===== src/rtl/imem_ctrl_pkg.sv =====
// Shared types and defaults for the instruction-memory load/fetch sequencer.
// The sequencer state and the idle test are shared by the top and any future siblings.
package imem_ctrl_pkg;

    localparam int ADDR_W_DEF = 32;
    localparam int DATA_W_DEF = 16;

    typedef enum logic [2:0] {
        ST_IDLE   = 3'd0,
        ST_LOAD   = 3'd1,
        ST_VEC_HI = 3'd2,
        ST_VEC_LO = 3'd3,
        ST_RUN    = 3'd4,
        ST_HALT   = 3'd5
    } ctrl_state_t;

    // IDLE and HALT are the only states that accept load_start/run_start.
    function automatic logic is_parked(ctrl_state_t s);
        return (s == ST_IDLE) || (s == ST_HALT);
    endfunction

endpackage


===== src/rtl/load_addr_counter.sv =====
// Write-address and word counter for a program load, with terminal-count detect
// and the sticky overflow flag raised when the image fills LOAD_DEPTH without ld_last.
module load_addr_counter #(
    parameter int                ADDR_W     = 32,
    parameter logic [ADDR_W-1:0] LOAD_BASE  = '0,
    parameter int                LOAD_DEPTH = 1024
) (
    input  logic              clk,
    input  logic              rst,
    input  logic              clr,
    input  logic              accept,
    input  logic              last,
    output logic [ADDR_W-1:0] waddr,
    output logic              done,
    output logic              load_ovf
);

    localparam int CNT_W = (LOAD_DEPTH > 1) ? $clog2(LOAD_DEPTH) : 1;

    logic [CNT_W-1:0] cnt_q;
    logic             terminal;

    assign terminal = (cnt_q == CNT_W'(LOAD_DEPTH - 1));
    assign done     = accept && (last || terminal);

    // NOTE: sequential state uses non-blocking assignments only, so every register
    // samples the pre-edge value of its neighbours regardless of statement order.
    always_ff @(posedge clk or negedge rst) begin
        if (!rst) begin
            waddr    <= '0;
            cnt_q    <= '0;
            load_ovf <= 1'b0;
        end else if (clr) begin
            waddr    <= LOAD_BASE;
            cnt_q    <= '0;
            load_ovf <= 1'b0;
        end else if (accept) begin
            waddr <= waddr + ADDR_W'(1);
            cnt_q <= cnt_q + CNT_W'(1);
            if (terminal && !last) begin
                load_ovf <= 1'b1;
            end
        end
    end

endmodule


===== src/rtl/imem_load_fetch_ctrl.sv =====
// Sequencer owning the instruction memory port: streams a program image in, fetches
// the 32-bit reset vector, then drives PC for fetch with stall, redirect and halt.
module imem_load_fetch_ctrl
    import imem_ctrl_pkg::*;
#(
    parameter int                ADDR_W     = ADDR_W_DEF,
    parameter int                DATA_W     = DATA_W_DEF,
    parameter logic [ADDR_W-1:0] LOAD_BASE  = '0,
    parameter int                LOAD_DEPTH = 1024,
    parameter logic [ADDR_W-1:0] VEC_ADDR   = '0
) (
    input  logic              clk,
    input  logic              rst,
    input  logic              load_start,
    input  logic              run_start,
    input  logic              ld_valid,
    output logic              ld_ready,
    input  logic [DATA_W-1:0] ld_data,
    input  logic              ld_last,
    output logic              mem_we,
    output logic [ADDR_W-1:0] mem_waddr,
    output logic [DATA_W-1:0] mem_wdata,
    output logic [ADDR_W-1:0] mem_raddr,
    input  logic [DATA_W-1:0] mem_rdata,
    input  logic              stall,
    input  logic              redirect,
    input  logic [ADDR_W-1:0] redirect_pc,
    input  logic              halt_req,
    output logic [DATA_W-1:0] instr,
    output logic [ADDR_W-1:0] instr_pc,
    output logic              instr_valid,
    output logic              busy,
    output logic              load_ovf
);

    ctrl_state_t       state_q, state_d;
    logic [ADDR_W-1:0] pc_q, pc_d;
    logic [DATA_W-1:0] instr_d;
    logic [ADDR_W-1:0] instr_pc_d;
    logic              instr_valid_d;
    logic              load_clr;
    logic              load_done;

    assign mem_we    = (state_q == ST_LOAD) && ld_valid;
    assign mem_wdata = ld_data;
    assign busy      = !is_parked(state_q);

    load_addr_counter #(
        .ADDR_W     (ADDR_W),
        .LOAD_BASE  (LOAD_BASE),
        .LOAD_DEPTH (LOAD_DEPTH)
    ) u_load_addr_counter (
        .clk      (clk),
        .rst      (rst),
        .clr      (load_clr),
        .accept   (mem_we),
        .last     (ld_last),
        .waddr    (mem_waddr),
        .done     (load_done),
        .load_ovf (load_ovf)
    );

    // NOTE: every signal assigned here gets a default first, so no path through the
    // case statement can leave one unassigned and infer a latch.
    always_comb begin
        state_d       = state_q;
        pc_d          = pc_q;
        instr_d       = instr;
        instr_pc_d    = instr_pc;
        instr_valid_d = instr_valid;
        ld_ready      = 1'b0;
        load_clr      = 1'b0;
        mem_raddr     = pc_q;

        case (state_q)
            ST_IDLE, ST_HALT: begin
                if (load_start) begin
                    state_d  = ST_LOAD;
                    load_clr = 1'b1;
                end else if (run_start) begin
                    state_d = ST_VEC_HI;
                end
            end
            ST_LOAD: begin
                ld_ready = 1'b1;
                if (load_done) begin
                    state_d = ST_VEC_HI;
                end
            end
            ST_VEC_HI: begin
                mem_raddr                 = VEC_ADDR;
                pc_d[ADDR_W-1 -: DATA_W]  = mem_rdata;
                state_d                   = ST_VEC_LO;
            end
            ST_VEC_LO: begin
                mem_raddr         = VEC_ADDR + ADDR_W'(1);
                pc_d[DATA_W-1:0]  = mem_rdata;
                state_d           = ST_RUN;
            end
            ST_RUN: begin
                // Halt beats redirect beats stall; a redirect leaves one bubble.
                if (halt_req) begin
                    state_d       = ST_HALT;
                    instr_valid_d = 1'b0;
                end else if (redirect) begin
                    pc_d          = redirect_pc;
                    instr_valid_d = 1'b0;
                end else if (!stall) begin
                    instr_d       = mem_rdata;
                    instr_pc_d    = pc_q;
                    instr_valid_d = 1'b1;
                    pc_d          = pc_q + ADDR_W'(1);
                end
            end
            default: begin
                state_d = ST_IDLE;
            end
        endcase
    end

    always_ff @(posedge clk or negedge rst) begin
        if (!rst) begin
            state_q     <= ST_IDLE;
            pc_q        <= '0;
            instr       <= '0;
            instr_pc    <= '0;
            instr_valid <= 1'b0;
        end else begin
            state_q     <= state_d;
            pc_q        <= pc_d;
            instr       <= instr_d;
            instr_pc    <= instr_pc_d;
            instr_valid <= instr_valid_d;
        end
    end

endmodule

===== config.mk =====
export PLATFORM = sky130hd
export DESIGN_NAME = imem_load_fetch_ctrl
export DESIGN_NICKNAME = d
export VERILOG_FILES = /design/src/rtl/imem_ctrl_pkg.sv /design/src/rtl/load_addr_counter.sv /design/src/rtl/imem_load_fetch_ctrl.sv
export SDC_FILE = /design/constraint.sdc
export NUM_CORES = 1
export LEC_CHECK = 0
export ABC_AREA = 1
export ABC_CLOCK_PERIOD_IN_PS = 2600
export CORE_MARGIN = 1
export CORE_UTILIZATION = 50
export DETAILED_ROUTE_END_ITERATION = 8
export PLACE_DENSITY = 0.82
export SYNTH_ARGS = -nofsm -noshare
export SYNTH_HDL_FRONTEND = slang
export SYNTH_SLANG_ARGS = --single-unit

===== constraint.sdc =====
create_clock -name clk -period 2.6 [get_ports clk]
set_clock_uncertainty 0.15 [all_clocks]
set_input_delay 0.26 -clock clk [delete_from_list [all_inputs] [get_ports clk]]
set_output_delay 0.26 -clock clk [all_outputs]
set_load 0.02 [all_outputs]

# Word-level counts from Yosys, hierarchy flattened
# Index checks and enable logic that the tools add are counted.
[classes] n_reduce_logical=19 eq_ne=12 add_sub_neg=3 n_mux=24 bitwise_logic=3
[ops] operator="$mux W32" count=5
[ops] operator="$add A32 B1 Y32 const B" count=2
[ops] operator="$pmux W16 S2" count=2
[ops] operator="$pmux W32 S2" count=1
[ops] operator="$mux W10" count=2
[ops] operator="$pmux W3 S5" count=1
[ops] operator="$mux W3" count=4
[ops] operator="$add A10 B1 Y10 const B" count=1
[ops] operator="$eq A10 B10 Y1 const B" count=1
[ops] operator="$mux W1" count=9
[ops] operator="$reduce_and A3 Y1" count=3
[ops] operator="$reduce_bool A2 Y1" count=4
[ops] operator="$eq A3 B2 Y1 const B" count=2
[ops] operator="$eq A3 B3 Y1 const B" count=2
[ops] operator="$ne A2 B2 Y1 const B" count=3
[ops] operator="$ne A3 B3 Y1 const B" count=2
[ops] operator="$reduce_and A2 Y1" count=2
[ops] operator="$reduce_and A4 Y1" count=1
[ops] operator="$eq A3 B1 Y1 const B" count=1
[ops] operator="$logic_and A1 B1 Y1" count=3
[ops] operator="$logic_not A3 Y1" count=1
[ops] operator="$ne A3 B1 Y1 const B" count=1
[ops] operator="$not A1 Y1" count=3
[ops] operator="$logic_not A1 Y1" count=2
[ops] operator="2 further kinds" count=3
[word_totals] output_inout_bits=133 register_bits=127

# Depth between registers and ports, before layout
[logic_depth] depth_word=5 ltp_mapped=11 mapped_depth_nobuf=10

# Hierarchy
# From an unflattened synthesis, not the netlist that was laid out.
[unflattened] cells_unflattened=1096 hier_area_um2=7473.4
[by_module_without_submodules] mod="imem_load_fetch_ctrl" n_inst=1 area_each_um2=4979.8 cells_each=742 seq_area_each_um2=2102.0
[by_module_without_submodules] mod="load_addr_counter" n_inst=1 area_each_um2=2493.6 cells_each=354 seq_area_each_um2=1076.0

# Least setup slack after synthesis
# No wires, ideal clock.
[synth_path] path_type="reg2reg" from="register u_load_addr_counter.waddr[1]" to="register u_load_addr_counter.waddr[14]" required_time_ps=2333 stages_incl_launch_ff=11 arrival_time_ps=1543 path_buffers=0 setup_time_ps=117 slack_ps=790 path_cell_list="dfrtp_1 > ha_1 > nand2_1 > nor2_1 > nand2_1 > nor2_1 > nand3_1 > nor2_1 > nand2_1 > nand2_1 > nor2_1"
[synth_between] elab_chain_len=3
[synth_rtl] item="from (decl)" line="load_addr_counter.sv:13" source="output logic [ADDR_W-1:0] waddr,"
[synth_rtl] item="from (signal assigned)" line="load_addr_counter.sv:38" source="waddr <= waddr + ADDR_W'(1);"
[synth_rtl] item="$add A32 B1 Y32" line="load_addr_counter.sv:38"
[synth_rtl] item="$mux W32" line="load_addr_counter.sv:37" source="end else if (accept) begin"
[synth_rtl] item="$mux W32" line="load_addr_counter.sv:33" source="end else if (clr) begin"
# No other way between the ends. The select of a mux whose other input is x is not followed.
# A chain may end at the register's enable or synchronous reset.

# Worst setup path in the final report
[layout_path] from="register state_q[2]" to="output ld_ready"
[layout_between] elab_chain_len=2
[layout_rtl] item="from (decl)" line="imem_load_fetch_ctrl.sv:36" source="ctrl_state_t state_q, state_d;"
[layout_rtl] item="from (signal assigned)" line="imem_load_fetch_ctrl.sv:129" source="state_q <= state_d;"
[layout_rtl] item="$eq A3 B1 Y1" line="imem_load_fetch_ctrl.sv:75" source="case (state_q)"
[layout_rtl] item="$mux W1" line="imem_load_fetch_ctrl.sv:75"
[layout_rtl] item="to (decl)" line="imem_load_fetch_ctrl.sv:17" source="output logic ld_ready,"
# No other way between the ends.

==> flow_summary.toml <==
[status]
status = "complete, no violations"

[layout]
n_fill_cell = 1240
final_area_um2 = 9971
finalNonFillerCells = 1485
drive_above_1_share_pct = 4.689
areaGrowthSynthToFinish_pct = 29.89
antenna_cells = 0
final_nets = 1365

[floorplan]
dieArea_um2 = 15850
io_pins = 206
rows = 44
coreArea_um2 = 14750
start_util_pct = 52.03
die_w_um = 125.9
die_h_um = 125.9

[sta]
min_period_over_period_pct = 92.31
relSlewSlack_pct = 43.19
fin_setup_tns_ps = 0
rsz0062_at_grt = "false"
finalSetupViolCount = 0
timing.final.ws_setup_ps = 199.9
maxSlewViolCount = 0
tightest_slew_ps = 852.1
hold_viol = 0
fmax_ghz = 0.4167
finalCriticalPeriod_ps = 2400

[placement]
place_ws_ps = 324.2
place_area_um2 = 9410
dp_cells = 1453
hpwl_um = 17620
place_congestion = 0.9497
io_buffer_count = 173

[logic_synthesis]
synth_nets = 1213
yosysTopAreaCellShare_pct = 41.40
ys_seq_elements = 127
syn-cell-area_um2 = 7676
syn_inst = 1137
synthTopCellsByCount = "302 x nand2_1, 243 x nor2_1, 127 x dfrtp_1"
dominantRegCellSynth = "dfrtp_1"
yosys-top-cells-area = "dfrtp_1 41%, nand2_1 15%, nor2_1 12%"
synth_warnings = 0
synth_edf_count = 0
ys_seq_area_share_pct = 41.40
synth_area_per_cell_um2 = 6.751
yosysMostFrequentCell = "nand2_1"
synthDistinctLibCells = 36
synth_top_cell_by_area = "dfrtp_1"
async_reset_ff_share_pct = 100.0

[clocking]
cts_tree = "built"
clock-sinks = 127
ctsRootBufferMaster = "clkbuf_16"
clk_latency_ps = 430
post_cts_buffers = 0
cts_made_buffers = 17
htree_levels = 4
clk_pin_slew_ps = 60
clk_path_buf_depth = 2

[power]
pwr_density_cell_nw_per_um2 = 1115
p_leak_nw = 4.554
total_power_w = 0.01112
ir_worst_vdd_mv = 0.7843

[global_route]
grt_start_max_net_pins = 91
gr-total-overflow = 0
antenna_found_initial = 0
grt_usage_pct = 31.12
grt_pass1_vias = 7697
grt_first_pass_wirelength_um = 38490

[route]
drtIter0Drc = 743
num_vias = 8076
antenna_left = 0
firstDrtPassIters = 8
drc_errors = 0
wire_per_inst_um = 15.93
wl_um = 23660
viasPerCell = 5.438

[flow_run]
maxCapViolCount = 0

[setup_path]
reg2reg_depth = 8
worstPathMaxFanout = 4
reg2reg_slack_ps = 250
critPathKind = "register to primary output"
cp.required_ps = 2190
start_kind = "register"
cp-end-kind = "primary output"
arrival_ps = 1990

[worst_hold_path]
hold_path_class = "input port to asynchronous set/reset pin"
## placed cells by master, fill, tap and decap left out, types with 2 or more instances in the layout
cell type,netlist,final
nand2_1,302,302
nor2_1,243,243
clkdlybuf4s50_1,0,171
dfrtp_1,127,127
inv_1,110,110
nand3_1,71,71
o21ai_0,48,48
a21oi_1,42,42
o21ai_1,40,40
nor3_1,23,23
clkbuf_16,0,17
nand4_1,16,16
a22oi_1,12,12
buf_4,23,10
xor2_1,9,9
inv_2,5,5
nor2_2,5,5
a31oi_1,5,5
o21ai_2,4,4
clkinv_2,0,4
ha_1,3,3
clkinvlp_4,0,3
clkbuf_1,8,3
nand2_2,2,2
and2_1,2,2
o21a_1,2,2
o21bai_1,2,2
nor3b_1,2,2
buf_12,0,2
## kinds of logic (layout without fill, tap and decap cells)
| group | after synthesis | count (layout) | synth area share [%] |
|---|---|---|---|
| xor gates and xnor gates | 9 | 9 | 1.027 |
| adders and majority gates | 3 | 3 | 0.4890 |
| DFF | 127 | 127 | 41.40 |
| AOI/OAI and AO/OA | 158 | 158 | 11.25 |
| and+or+nand+nor | 671 | 671 | 35.70 |
| buffers and inverters | 169 | 333 | 10.14 |
## worst max-delay path: stages (launching register included)
cell,delay [ps]
dfrtp_1,400
inv_1,140
nand3_1,170
inv_1,210
clkdlybuf4s50_1,640
## final timing paths
check | start | end
min reg2reg | instr[4] | instr[4]
max | state_q[2] | ld_ready
min | rst | instr_pc[10]
min in group clk | mem_rdata[11] | instr[11]
max reg2reg | state_q[0] | instr_pc[9]
max in group asynchronous | rst | instr_pc[29]
## sequential cells by signal, indices dropped and copies added (netlist names)
signal / flops
u_load_addr_counter.waddr: 32
pc_q: 32
instr_pc: 32
instr: 16
state_q: 3
instr_valid: 1
u_load_addr_counter.load_ovf: 1
u_load_addr_counter.cnt_q: 10
## layout make-up
| class | instances | area (um2) | area share [%] |
|---|---|---|---|
| Tap cell | 184 | 230.2 | 2.309 |
| Multi-Input combinational cell | 841 | 3720 | 37.31 |
| Clock buffer | 21 | 450.4 | 4.518 |
| Clock inverter | 10 | 90.09 | 0.9035 |
| Sequential cell | 127 | 3178 | 31.87 |
| Timing Repair Buffer | 186 | 1864 | 18.70 |
| Inverter | 116 | 437.9 | 4.392 |
## report_power, final
part	leakage (nW)	internal [W]	switching (W)	total (W)
registers	1.63	0.00268	0.000638	0.00331
clock network	0.259	0.00133	0.000880	0.00221
logic	2.66	0.00224	0.00336	0.00560
total	4.55	0.00624	0.00488	0.0111
## timing repair
action | 4_1_cts | 5_1_grt
gates cloned | 0 | 0
hold buffers | 1 | 0
endpoints found under the setup margin | 1 | 1
resized for setup | 2 | 1
endpoints found under the hold margin | 31 | 0
## layer usage
metal	up-vias	GRT usage (%)	wire length, um
met3	82	6.627	1810
met4	0	18.36	1164
met2	383	48.26	10770
met5	-	0	0
met1	3712	40.25	9916
li1	3899	-	-
## metrics by stage
| stage | hold slack, ps | utilization, % |
|---|---|---|
| after floorplan | -185.6 | - |
| after detailed placement | 99.59 | 63.78 |
| after CTS | 205.8 | 67.56 |
| after global placement | 98.51 | 63.78 |
| final | 189.7 | 67.58 |
| after global routing | 228.6 | 67.58 |
Power figures use the tool's default switching activity.
